`src/rtl/bottle_fill_ctrl.sv`:
```
// Pill dispensing line sequencer: bottle request, gated BCD pill counting,
// timed bottle swap and batch completion, with registered status outputs.
module bottle_fill_ctrl #(
    parameter int DIGITS   = 2,
    parameter int SWAP_CYC = 4
) (
    input  logic                CLK,
    input  logic                RST,
    input  logic                start,
    input  logic                clear,
    input  logic                stop,
    input  logic                pill,
    input  logic                bot_ready,
    input  logic [4*DIGITS-1:0] pill_max,
    input  logic [4*DIGITS-1:0] bot_max,
    output logic [4*DIGITS-1:0] pill_cnt,
    output logic [4*DIGITS-1:0] bot_cnt,
    output logic                gate_open,
    output logic                bot_req,
    output logic                busy,
    output logic                all_full,
    output logic                err
);
    localparam int W  = 4 * DIGITS;
    localparam int SW = (SWAP_CYC > 1) ? $clog2(SWAP_CYC) : 1;
    localparam logic [SW-1:0] SWAP_LAST = SW'(SWAP_CYC - 1);

    typedef enum logic [2:0] {IDLE, WAIT_BOT, FILL, SWAP, DONE} state_t;

    state_t        state_reg, state_next;
    logic [W-1:0]  pill_cnt_reg, pill_cnt_next;
    logic [W-1:0]  bot_cnt_reg, bot_cnt_next;
    logic [W-1:0]  pill_max_reg, pill_max_next;
    logic [W-1:0]  bot_max_reg, bot_max_next;
    logic [SW-1:0] swap_cnt_reg, swap_cnt_next;
    logic          gate_open_reg, gate_open_next;
    logic          bot_req_reg, bot_req_next;
    logic          busy_reg, busy_next;
    logic          all_full_reg, all_full_next;
    logic          err_reg, err_next;

    logic [W-1:0]      pill_inc, bot_inc;
    logic [DIGITS-1:0] pill_carry, bot_carry;
    logic [DIGITS-1:0] pill_dig_ok, bot_dig_ok;

    // Per-digit BCD increment with ripple carry, plus per-digit config range check.
    assign pill_carry[0] = 1'b1;
    assign bot_carry[0]  = 1'b1;
    generate
        for (genvar gi = 0; gi < DIGITS; gi++) begin : g_digit
            logic [3:0] p_d, b_d;
            assign p_d = pill_cnt_reg[4*gi +: 4];
            assign b_d = bot_cnt_reg[4*gi +: 4];
            assign pill_inc[4*gi +: 4] = pill_carry[gi] ? ((p_d == 4'd9) ? 4'd0 : p_d + 4'd1) : p_d;
            assign bot_inc[4*gi +: 4]  = bot_carry[gi] ? ((b_d == 4'd9) ? 4'd0 : b_d + 4'd1) : b_d;
            assign pill_dig_ok[gi] = (pill_max[4*gi +: 4] <= 4'd9);
            assign bot_dig_ok[gi]  = (bot_max[4*gi +: 4] <= 4'd9);
            if (gi < DIGITS - 1) begin : g_carry
                assign pill_carry[gi+1] = pill_carry[gi] && (p_d == 4'd9);
                assign bot_carry[gi+1]  = bot_carry[gi] && (b_d == 4'd9);
            end
        end
    endgenerate

    logic cfg_ok, fill_count, bottle_done, batch_done, swap_done;
    assign cfg_ok      = (&pill_dig_ok) && (&bot_dig_ok) && (|pill_max) && (|bot_max);
    // A pill counts only while the gate is actually open and the line is not paused.
    assign fill_count  = (state_reg == FILL) && pill && gate_open_reg && !stop;
    assign bottle_done = fill_count && (pill_inc == pill_max_reg);
    assign batch_done  = bottle_done && (bot_inc == bot_max_reg);
    assign swap_done   = (state_reg == SWAP) && !stop && (swap_cnt_reg == SWAP_LAST);

    always_ff @(posedge CLK or posedge RST) begin
        if (RST) begin
            state_reg     <= IDLE;
            pill_cnt_reg  <= '0;
            bot_cnt_reg   <= '0;
            pill_max_reg  <= '0;
            bot_max_reg   <= '0;
            swap_cnt_reg  <= '0;
            gate_open_reg <= 1'b0;
            bot_req_reg   <= 1'b0;
            busy_reg      <= 1'b0;
            all_full_reg  <= 1'b0;
            err_reg       <= 1'b0;
        end else begin
            state_reg     <= state_next;
            pill_cnt_reg  <= pill_cnt_next;
            bot_cnt_reg   <= bot_cnt_next;
            pill_max_reg  <= pill_max_next;
            bot_max_reg   <= bot_max_next;
            swap_cnt_reg  <= swap_cnt_next;
            gate_open_reg <= gate_open_next;
            bot_req_reg   <= bot_req_next;
            busy_reg      <= busy_next;
            all_full_reg  <= all_full_next;
            err_reg       <= err_next;
        end
    end

    always_comb begin
        state_next = state_reg;
        if (clear) begin
            state_next = IDLE;
        end else begin
            case (state_reg)
                IDLE:     if (start && cfg_ok) state_next = WAIT_BOT;
                WAIT_BOT: if (!stop && bot_ready) state_next = FILL;
                FILL:     if (bottle_done) state_next = batch_done ? DONE : SWAP;
                SWAP:     if (swap_done) state_next = WAIT_BOT;
                default:  state_next = state_reg;
            endcase
        end
    end

    always_comb begin
        pill_cnt_next  = pill_cnt_reg;
        bot_cnt_next   = bot_cnt_reg;
        pill_max_next  = pill_max_reg;
        bot_max_next   = bot_max_reg;
        swap_cnt_next  = swap_cnt_reg;
        gate_open_next = gate_open_reg;
        bot_req_next   = bot_req_reg;
        busy_next      = (state_next == WAIT_BOT) || (state_next == FILL) || (state_next == SWAP);
        all_full_next  = (state_next == DONE);
        err_next       = err_reg;
        if (clear) begin
            pill_cnt_next  = '0;
            bot_cnt_next   = '0;
            swap_cnt_next  = '0;
            gate_open_next = 1'b0;
            bot_req_next   = 1'b0;
            err_next       = 1'b0;
        end else begin
            err_next = err_reg || (pill && !gate_open_reg) ||
                       ((state_reg == IDLE) && start && !cfg_ok);
            case (state_reg)
                IDLE: begin
                    if (start && cfg_ok) begin
                        pill_max_next = pill_max;
                        bot_max_next  = bot_max;
                        bot_req_next  = 1'b1;
                    end
                end
                WAIT_BOT: begin
                    if (stop) begin
                        bot_req_next = 1'b0;
                    end else if (bot_ready) begin
                        bot_req_next   = 1'b0;
                        gate_open_next = 1'b1;
                    end else begin
                        bot_req_next = 1'b1;
                    end
                end
                FILL: begin
                    if (stop) begin
                        gate_open_next = 1'b0;
                    end else if (bottle_done) begin
                        gate_open_next = 1'b0;
                        pill_cnt_next  = pill_inc;
                        bot_cnt_next   = bot_inc;
                        swap_cnt_next  = '0;
                    end else begin
                        gate_open_next = 1'b1;
                        if (fill_count) pill_cnt_next = pill_inc;
                    end
                end
                SWAP: begin
                    if (swap_done) begin
                        pill_cnt_next = '0;
                        bot_req_next  = 1'b1;
                        swap_cnt_next = '0;
                    end else if (!stop) begin
                        swap_cnt_next = swap_cnt_reg + 1'b1;
                    end
                end
                default: begin
                    gate_open_next = 1'b0;
                    bot_req_next   = 1'b0;
                end
            endcase
        end
    end

    assign pill_cnt  = pill_cnt_reg;
    assign bot_cnt   = bot_cnt_reg;
    assign gate_open = gate_open_reg;
    assign bot_req   = bot_req_reg;
    assign busy      = busy_reg;
    assign all_full  = all_full_reg;
    assign err       = err_reg;
endmodule

```
`config.mk`:
```
export PLATFORM = sky130hd
export DESIGN_NAME = bottle_fill_ctrl
export DESIGN_NICKNAME = d
export VERILOG_FILES = /design/src/rtl/bottle_fill_ctrl.sv
export SDC_FILE = /design/constraint.sdc
export NUM_CORES = 1
export LEC_CHECK = 0
export ABC_AREA = 1
export CORE_AREA = 2 2 102 84
export DETAILED_ROUTE_END_ITERATION = 10
export DIE_AREA = 0 0 104 86
export MAX_ROUTING_LAYER = met4
export PLACE_DENSITY_LB_ADDON = 0.1
export SYNTH_ARGS = -nofsm -noshare
export SYNTH_HDL_FRONTEND = slang
export SYNTH_SLANG_ARGS = --single-unit
```
`constraint.sdc`:
```
create_clock -name CLK -period 1.7 [get_ports CLK]
set_clock_uncertainty 0.1 [all_clocks]
set_input_delay 0.255 -clock CLK [delete_from_list [all_inputs] [get_ports CLK]]
set_output_delay 0.255 -clock CLK [all_outputs]
set_load 0.05 [all_outputs]
```
# Word-level counts from Yosys, hierarchy flattened
# Index checks and enable logic that the tools add are counted.
[word_totals] input_bits=23 wordCells=125 reg_bits=42
[op_classes] n_addsub=5 magnitude_cmp=4 n_eq_ne=25 muxes=42 n_reduce_logical=37 bitwise=1
[op_table] op="$mux 8" count=9
[op_table] op="$mux 4" count=6
[op_table] op="$mux 3" count=6
[op_table] op="$ne 3x3->1 const B" count=6
[op_table] op="$add 4x1->4 const B" count=4
[op_table] op="$eq 4x4->1 const B" count=4
[op_table] op="$eq 8x8->1" count=2
[op_table] op="$le 4x4->1 const B" count=4
[op_table] op="$pmux 8 s2" count=1
[op_table] op="$reduce_or 8->1" count=2
[op_table] op="$logic_and 1x1->1" count=15
[op_table] op="$eq 3x2->1 const B" count=4
[op_table] op="$pmux 3 s4" count=1
[op_table] op="$reduce_and 3->1" count=4
[op_table] op="$mux 1" count=11
[op_table] op="$mux 2" count=5
[op_table] op="$ne 4x4->1 const B" count=2
[op_table] op="$reduce_and 4->1" count=2
[op_table] op="$eq 3x1->1 const B" count=2
[op_table] op="$logic_or 1x1->1" count=4
[op_table] op="$ne 2x2->1 const B" count=2
[op_table] op="$pmux 1 s4" count=1
[op_table] op="$pmux 2 s2" count=1
[op_table] op="$reduce_and 2->1" count=2
[op_table] op="other kinds (11)" count=14

# Longest topological paths before layout
[depth] depth_word=13 ltp_mapped=17

# Least setup slack after synthesis
# Ideal clock, no wire load.
[synth_path] kind="flip-flop to flip-flop" startpoint="register pill_cnt_reg[5] (netlist: pill_cnt[5])" endpoint="register bot_cnt_reg[7] (netlist: bot_cnt[7])" setup_ns=0.122 t_arrival_ns=2.003 required_time_ns=1.478 slack_ns=-0.525 period_less_slack_ns=2.225 stages_incl_launch_ff=16 path_cell_list="dfrtp_1 -> inv_1 -> ha_1 -> nand3_1 -> nand3_1 -> nand2_1 -> nand2_1 -> nand2_1 -> nand2_1 -> inv_1 -> nor2_1 -> nand2_2 -> clkinv_2 -> buf_4 -> o21ai_1 -> a21oi_1"
[synth_between] elab_chain_len=7
[synth_rtl] item="start, declared" line_no="31" source="logic [W-1:0] pill_cnt_reg, pill_cnt_next;"
[synth_rtl] item="start signal, assigned" line_no="88" source="pill_cnt_reg <= pill_cnt_next;"
[synth_rtl] item="$add 4x1->4 / $eq 4x4->1 (equally long branches)" line_no="54" source="assign pill_inc[4*gi +: 4] = pill_carry[gi] ? ((p_d == 4'd9) ? 4'd0 : p_d + 4'd1) : p_d;"
[synth_rtl] item="$mux 4" line_no="54"
[synth_rtl] item="$mux 4 (*)" line_no="54"
[synth_rtl] item="$eq 8x8->1 (*)" line_no="69" source="assign bottle_done = fill_count && (pill_inc == pill_max_reg);"
[synth_rtl] item="$logic_and 1x1->1 (*)" line_no="69"
[synth_rtl] item="$reduce_bool 2->1 (no line) (*)"
[synth_rtl] item="$reduce_and 3->1 (no line) (*)"
[synth_rtl] item="end signal, assigned" line_no="89" source="bot_cnt_reg <= bot_cnt_next;"
[synth_rtl] item="end, declared" line_no="32" source="logic [W-1:0] bot_cnt_reg, bot_cnt_next;"
# Mark *: on every way between the ends. The rest lies on a longest branch, timed or not.
# A chain may end at the register's enable or synchronous reset.

# Final worst setup path
[layout_path] startpoint="register pill_cnt_reg[0] (netlist: pill_cnt[0])" endpoint="register all_full_reg (netlist: all_full)"
[layout_between] elab_chain_len=10
[layout_rtl] item="$add 4x1->4 / $eq 4x4->1 (equally long branches)" line_no="54, 59"
[layout_rtl] item="$mux 4" line_no="54"
[layout_rtl] item="$eq 8x8->1 (*)" line_no="69"
[layout_rtl] item="$logic_and 1x1->1 (*)" line_no="69"
[layout_rtl] item="$logic_and 1x1->1" line_no="70" source="assign batch_done = bottle_done && (bot_inc == bot_max_reg);"
[layout_rtl] item="$mux 3" line_no="109" source="FILL: if (bottle_done) state_next = batch_done ? DONE : SWAP;"
[layout_rtl] item="$mux 3 (*)" line_no="109"
[layout_rtl] item="$pmux 3 s4 (*)" line_no="106" source="case (state_reg)"
[layout_rtl] item="$mux 3 (*)" line_no="103" source="if (clear) begin"
[layout_rtl] item="named net state_next[2]" line_no="30" source="state_t state_reg, state_next;"
[layout_rtl] item="$eq 3x3->1 (*)" line_no="125" source="all_full_next = (state_next == DONE);"
[layout_rtl] item="named net all_full_next" line_no="39" source="logic all_full_reg, all_full_next;"
[layout_rtl] item="end signal, assigned" line_no="96" source="all_full_reg <= all_full_next;"
[layout_rtl] item="end, declared" line_no="39"
# Mark *: on every way through the listed nets, which the timed path passes. The rest lies on a longest branch.

==> reports/results.ini <==
[layout]
drive_above_1_share=0.497
layoutNonFillerInstCount=682
seq_area_um2=1070
final_nets=603
stdcell_area_um2=4810
fill_cells=738
fin_util=0.614
antenna_cells=0
synthToLayoutAreaGrowth_pct=76.5
multi_input_area_um2=1830

[synthesis]
syn_area_um2=2730
synth_edf_count=0
synth-compound-area-share=0.120
synthMuxAreaShare=0
synth-seq-area-share=0.385
synth-simple-area-share=0.355
yosys-top-cells-area=dfrtp_1, nand2_1, inv_1
synthAdderAreaFrac=0.0229
synth_top_family_by_area=simple AND/OR/NAND/NOR gates
synth_most_common_cell=nand2_1
synth_ff_type=dfrtp_1
yosysTopAreaCell=dfrtp_1
synth-xor-area-share=0.00964
synth.top_cell.area_share=0.385
synth_cells=412
ys_top_cells_by_count=nand2_1, inv_1, nor2_1
synth.avg_cell_area_um2=6.62
syn_nets=440
ys_ff_latch=42
ys_types=28
ys_warn_count=0
synthArstFlopShare=1.00

[global_routing]
grt_pass1_wl_um=14400
grt_max_degree=43
grt_pass1_vias=3167
grt_antenna_before_repair=0
grt_overflow_total=0
grt.total_usage=0.204

[sta]
hold_ws_ns=0.208
rsz0062_at_grt=yes
drv_slew=0
worst_pin_slew_ns=0.313
finalCritPeriodShare=1.20
final-hold-violation-count=0
setup_viol=24
fmax_ghz=0.491
fin_crit_ns=2.04
finalWorstSetupSlack_ns=-0.337
relSlewSlack=0.790

[pwr]
vdd_ir_drop_max_uv=286
p_per_area_nw_per_um2=542
p_leak_uw=0.00242

[placed_design]
hpwlAfterDp_um=6050
placed_cells=645
placed_area_um2=4050
place.gp.congestion=0.834
io_buffers=43

[clock_network]
cts_buffers=5
cts_root_buf=clkbuf_8
clock_sinks=42
cts_hold_buf=0
insertion_delay_ns=0.30
clkSlewWorstSetupHoldPaths_ns=0.08
cts_max_level=2
clockBufferDepth=2
cts_tree=done

[run]
drv_cap=0

[worst_setup_path]
crit_path_start_kind=register
reg2reg_from=pill_cnt[0]
arrival_ns=2.17
path_max_fanout=7
cp.required_ns=1.83
cp-end-kind=register
crit_type=reg2reg
crit_path_start=pill_cnt[0]

[worst_hold_path]
hold_class=in2async

[route]
vias_per_cell=4.70
drc=0
dr_wl_met3_um=292
drt_pass1_iterations=5
wl_met1_um=4150
antenna_left=0
met2_length_um=4300
top_layer=met4
drt_iter0_drc=115
num_vias=3204
drt_wl_total_um=8750
wire_per_inst_um=12.8

[floorplan]
floorplan.initialDensity=0.348
fp.dieArea_um2=8940
rows=29
die_h_um=86
ioPinCount=44
die_w_um=104
core_um2=7840

[outcome]
violations=negative setup slack
outcome=finished, violations left

-- timing repair --
item,4_1_cts,5_1_grt
hold endpoints to repair,0,0
setup buffers,23,8
endpoints found under the setup margin,41,41
pin swaps,36,28
gates cloned,2,0
resized for setup,106,67
-- path summary, 6_finish.rpt --
kind	to	slack, ns	cells past startpoint
setup / recovery	all_full	-0.34	15
hold / removal	pill_cnt[1]	0.21	3
setup reg to reg	all_full	-0.34	15
hold reg to reg	bot_req	0.41	2
max in group asynchronous	pill_cnt[5]	1.04	3
min in group CLK	pill_max_reg[5]	0.26	3
-- placed cells by master, fill, tap and decap left out, types with 4 or more instances in the layout --
master,Yosys,routed
a21oi_1,25,16
nand4_1,8,8
buf_4,1,120
inv_1,67,52
dfrtp_1,42,27
nor2_1,43,23
dlygate4sd2_1,0,12
dfrtp_2,0,15
nor2_4,1,12
o21ai_0,22,4
nand2_2,8,31
buf_6,0,10
nand3_1,37,28
o22ai_2,0,5
o21ai_2,0,4
buf_12,0,10
nand3_2,1,8
nand2_4,0,12
clkbuf_8,0,6
o21ai_1,3,17
inv_2,2,16
nand2_1,119,84
clkdlybuf4s50_1,0,6
nor2_2,3,12
a21oi_2,0,9
-- critical path: stages (launching register included) --
cell      delay, ns
dfrtp_2        0.49
nand2_2        0.10
inv_2          0.04
nor2_2         0.14
nand3_1        0.09
nand2_1        0.07
nand2_1        0.07
nor2_2         0.11
nand2_1        0.10
nor2_4         0.13
nand2_4        0.09
clkinv_4       0.08
nand2_4        0.06
a21oi_4        0.16
inv_2          0.05
nor2_2         0.09
-- metrics by stage --
stage          worst slack, ns  setup TNS [ns]  total power (µW)
6_report                -0.337           -4.52              2610
3_3_place_gp            -0.756          -21.18              1810
2_1_floorplan           -0.307           -3.82              1570
4_1_cts                 -0.297           -4.20              2540
3_5_place_dp            -0.725          -21.40              1820
5_1_grt                 -0.446           -7.19              2770
-- power breakdown --
| group | internal, µW | leakage, µW | switching (µW) |
|---|---|---|---|
| Sequential | 1120 | 0.000527 | 103 |
| Combinational | 321 | 0.00185 | 405 |
| Clock | 314 | 0.0000431 | 346 |
-- cell type report --
class | count | share of cell area
Inverter | 70 | 0.0564
Tap cell | 108 | 0.0281
Multi-Input combinational cell | 294 | 0.381
Timing Repair Buffer | 162 | 0.295
Clock buffer | 6 | 0.0172
Sequential cell | 42 | 0.222
-- routing by layer --
layer,up-vias,track usage
met5,-,-
met4,0,0.0418
met3,4,0.0319
met2,61,0.344
met1,1505,0.262
li1,1634,-
-- logic make-up (layout without fill, tap and decap cells) --
logic type	after synthesis	in the layout
AOI/OAI and AO/OA	60	60
xor gates and xnor gates	3	3
adders and majority gates	5	5
buffers and inverters	76	238
DFF	42	42
and+or+nand+nor	226	226
Power figures use the tool's default switching activity.
==> RTL edit (same settings) <==
`DIGITS`: 2 -> 1.
--- a/src/rtl/bottle_fill_ctrl.sv
+++ b/src/rtl/bottle_fill_ctrl.sv
@@ -1,7 +1,7 @@
 // Pill dispensing line sequencer: bottle request, gated BCD pill counting,
 // timed bottle swap and batch completion, with registered status outputs.
 module bottle_fill_ctrl #(
-    parameter int DIGITS   = 2,
+    parameter int DIGITS   = 1,
     parameter int SWAP_CYC = 4
 ) (
     input  logic                CLK,
Interface: changed (resized bot_cnt, bot_max, pill_cnt and pill_max); port bits go from 44 to 28. The function was not compared with the original's and may differ.
==> RTL edit against the original RTL <==
  * Cell area shrank 47%
  * Global-route usage shrank 9.7 points
  * Sequential cell count shrank 16
  * Count of clock-buffer cells in the layout shrank 3
  * Sequential power shrank 36%
  * Combinational power shrank 17%
  * Worst setup slack gained 350 ps
  * Routed wire length shrank 47%
  * Power shrank 26%
  * Synthesized area shrank 42%
  * Critical endpoint unchanged
==> RTL edit: results (changes against the original RTL) <==
- Setup slack, reg-to-reg: 10 ps (was -340 ps)
- Setup WS pre-CTS: -262 ps (was -725 ps)
- Multi-input logic portion of the cell area: 35.1% (was 38.1%)
- Post-Place Cells: 397 (was 645)
- Post-synth cell types: 24 (was 28)
- Min Hold Slack: 219 ps (was 208 ps)
- R2R depth: 14 (was 15)
- Multi-input combinational cell count: 163 (was 294)
- Pre-antenna DRT Iters: 4 (was 5)
- Most area-consuming cells after synthesis: dfrtp_1 41%, nand2_1 16%, inv_1 7.3%, o21ai_0 6.6%, nand3_1 5.1% (was dfrtp_1 39%, nand2_1 16%, inv_1 9.2%, nand3_1 6.8%, nor2_1 5.9%)
- CLK BUF: 3 (was 6)
- Wire per inst: 11.3 um (was 12.8 um)
- DR iter-0 viols: 52 (was 115)
- Status: complete, no violations (was finished with violations)
- Vias: 1,635 (was 3,204)
- Sequential cell count: 26 (was 42)
- Met3 usage: 2.58% (was 3.19%)
- Routed wire length: 4610 um (was 8750 um)
- Clock Latency Late Sink: 280 ps (was 300 ps)
- Max stage delay on crit path: 460 ps (was 490 ps)
- PwrDens: 753 nW/um2 (was 542 nW/um2)
- Vias in the first global route: 1,549 (was 3,167)
- Signal buf overhead: 25.8% (was 29.5%)
- Layout fillers: 862 (was 738)
- Final net count: 318 (was 603)
- Sequential Power Share: 40.4% (was 46.9%)
- Relative slew margins: 75.9% (was 79.0%)
- Largest net degree at the start of global routing: 27 (was 43)
- Logic inverters: 34 (was 70)
- Clk pwr share: 28.3% (was 25.3%)
[RTL edit: changes by cell type after synthesis, sizes merged, moves of 3 or more]
cell   change
o22ai      -3
nand2     -56
a21oi     -16
ha         -4
nor2      -26
nand3     -21
o21ai      -4
inv       -35
dfrtp     -16
[RTL edit: cell families after synthesis]
family	count (synthesis)	synth area share, %
xor gates and xnor gates	2	1.11
buffers and inverters	37	9.24
DFF	26	41.1
adders and majority gates	1	0.790
and+or+nand+nor	124	35.5
AOI/OAI and AO/OA	36	12.3
[RTL edit: repair_timing]
action | 4_1_cts | 5_1_grt
buffers inserted | 3 | 5
setup endpoints to repair | 4 | 25
resized for setup | 7 | 33
pin swaps | 1 | 9
hold buffers | 0 | 0
[RTL edit: metal layers]
metal | vias up | share of wire, %
met5 | - | 0
met4 | 0 | 0.48
met3 | 2 | 4.0
met2 | 27 | 41
met1 | 719 | 54
li1 | 887 | -
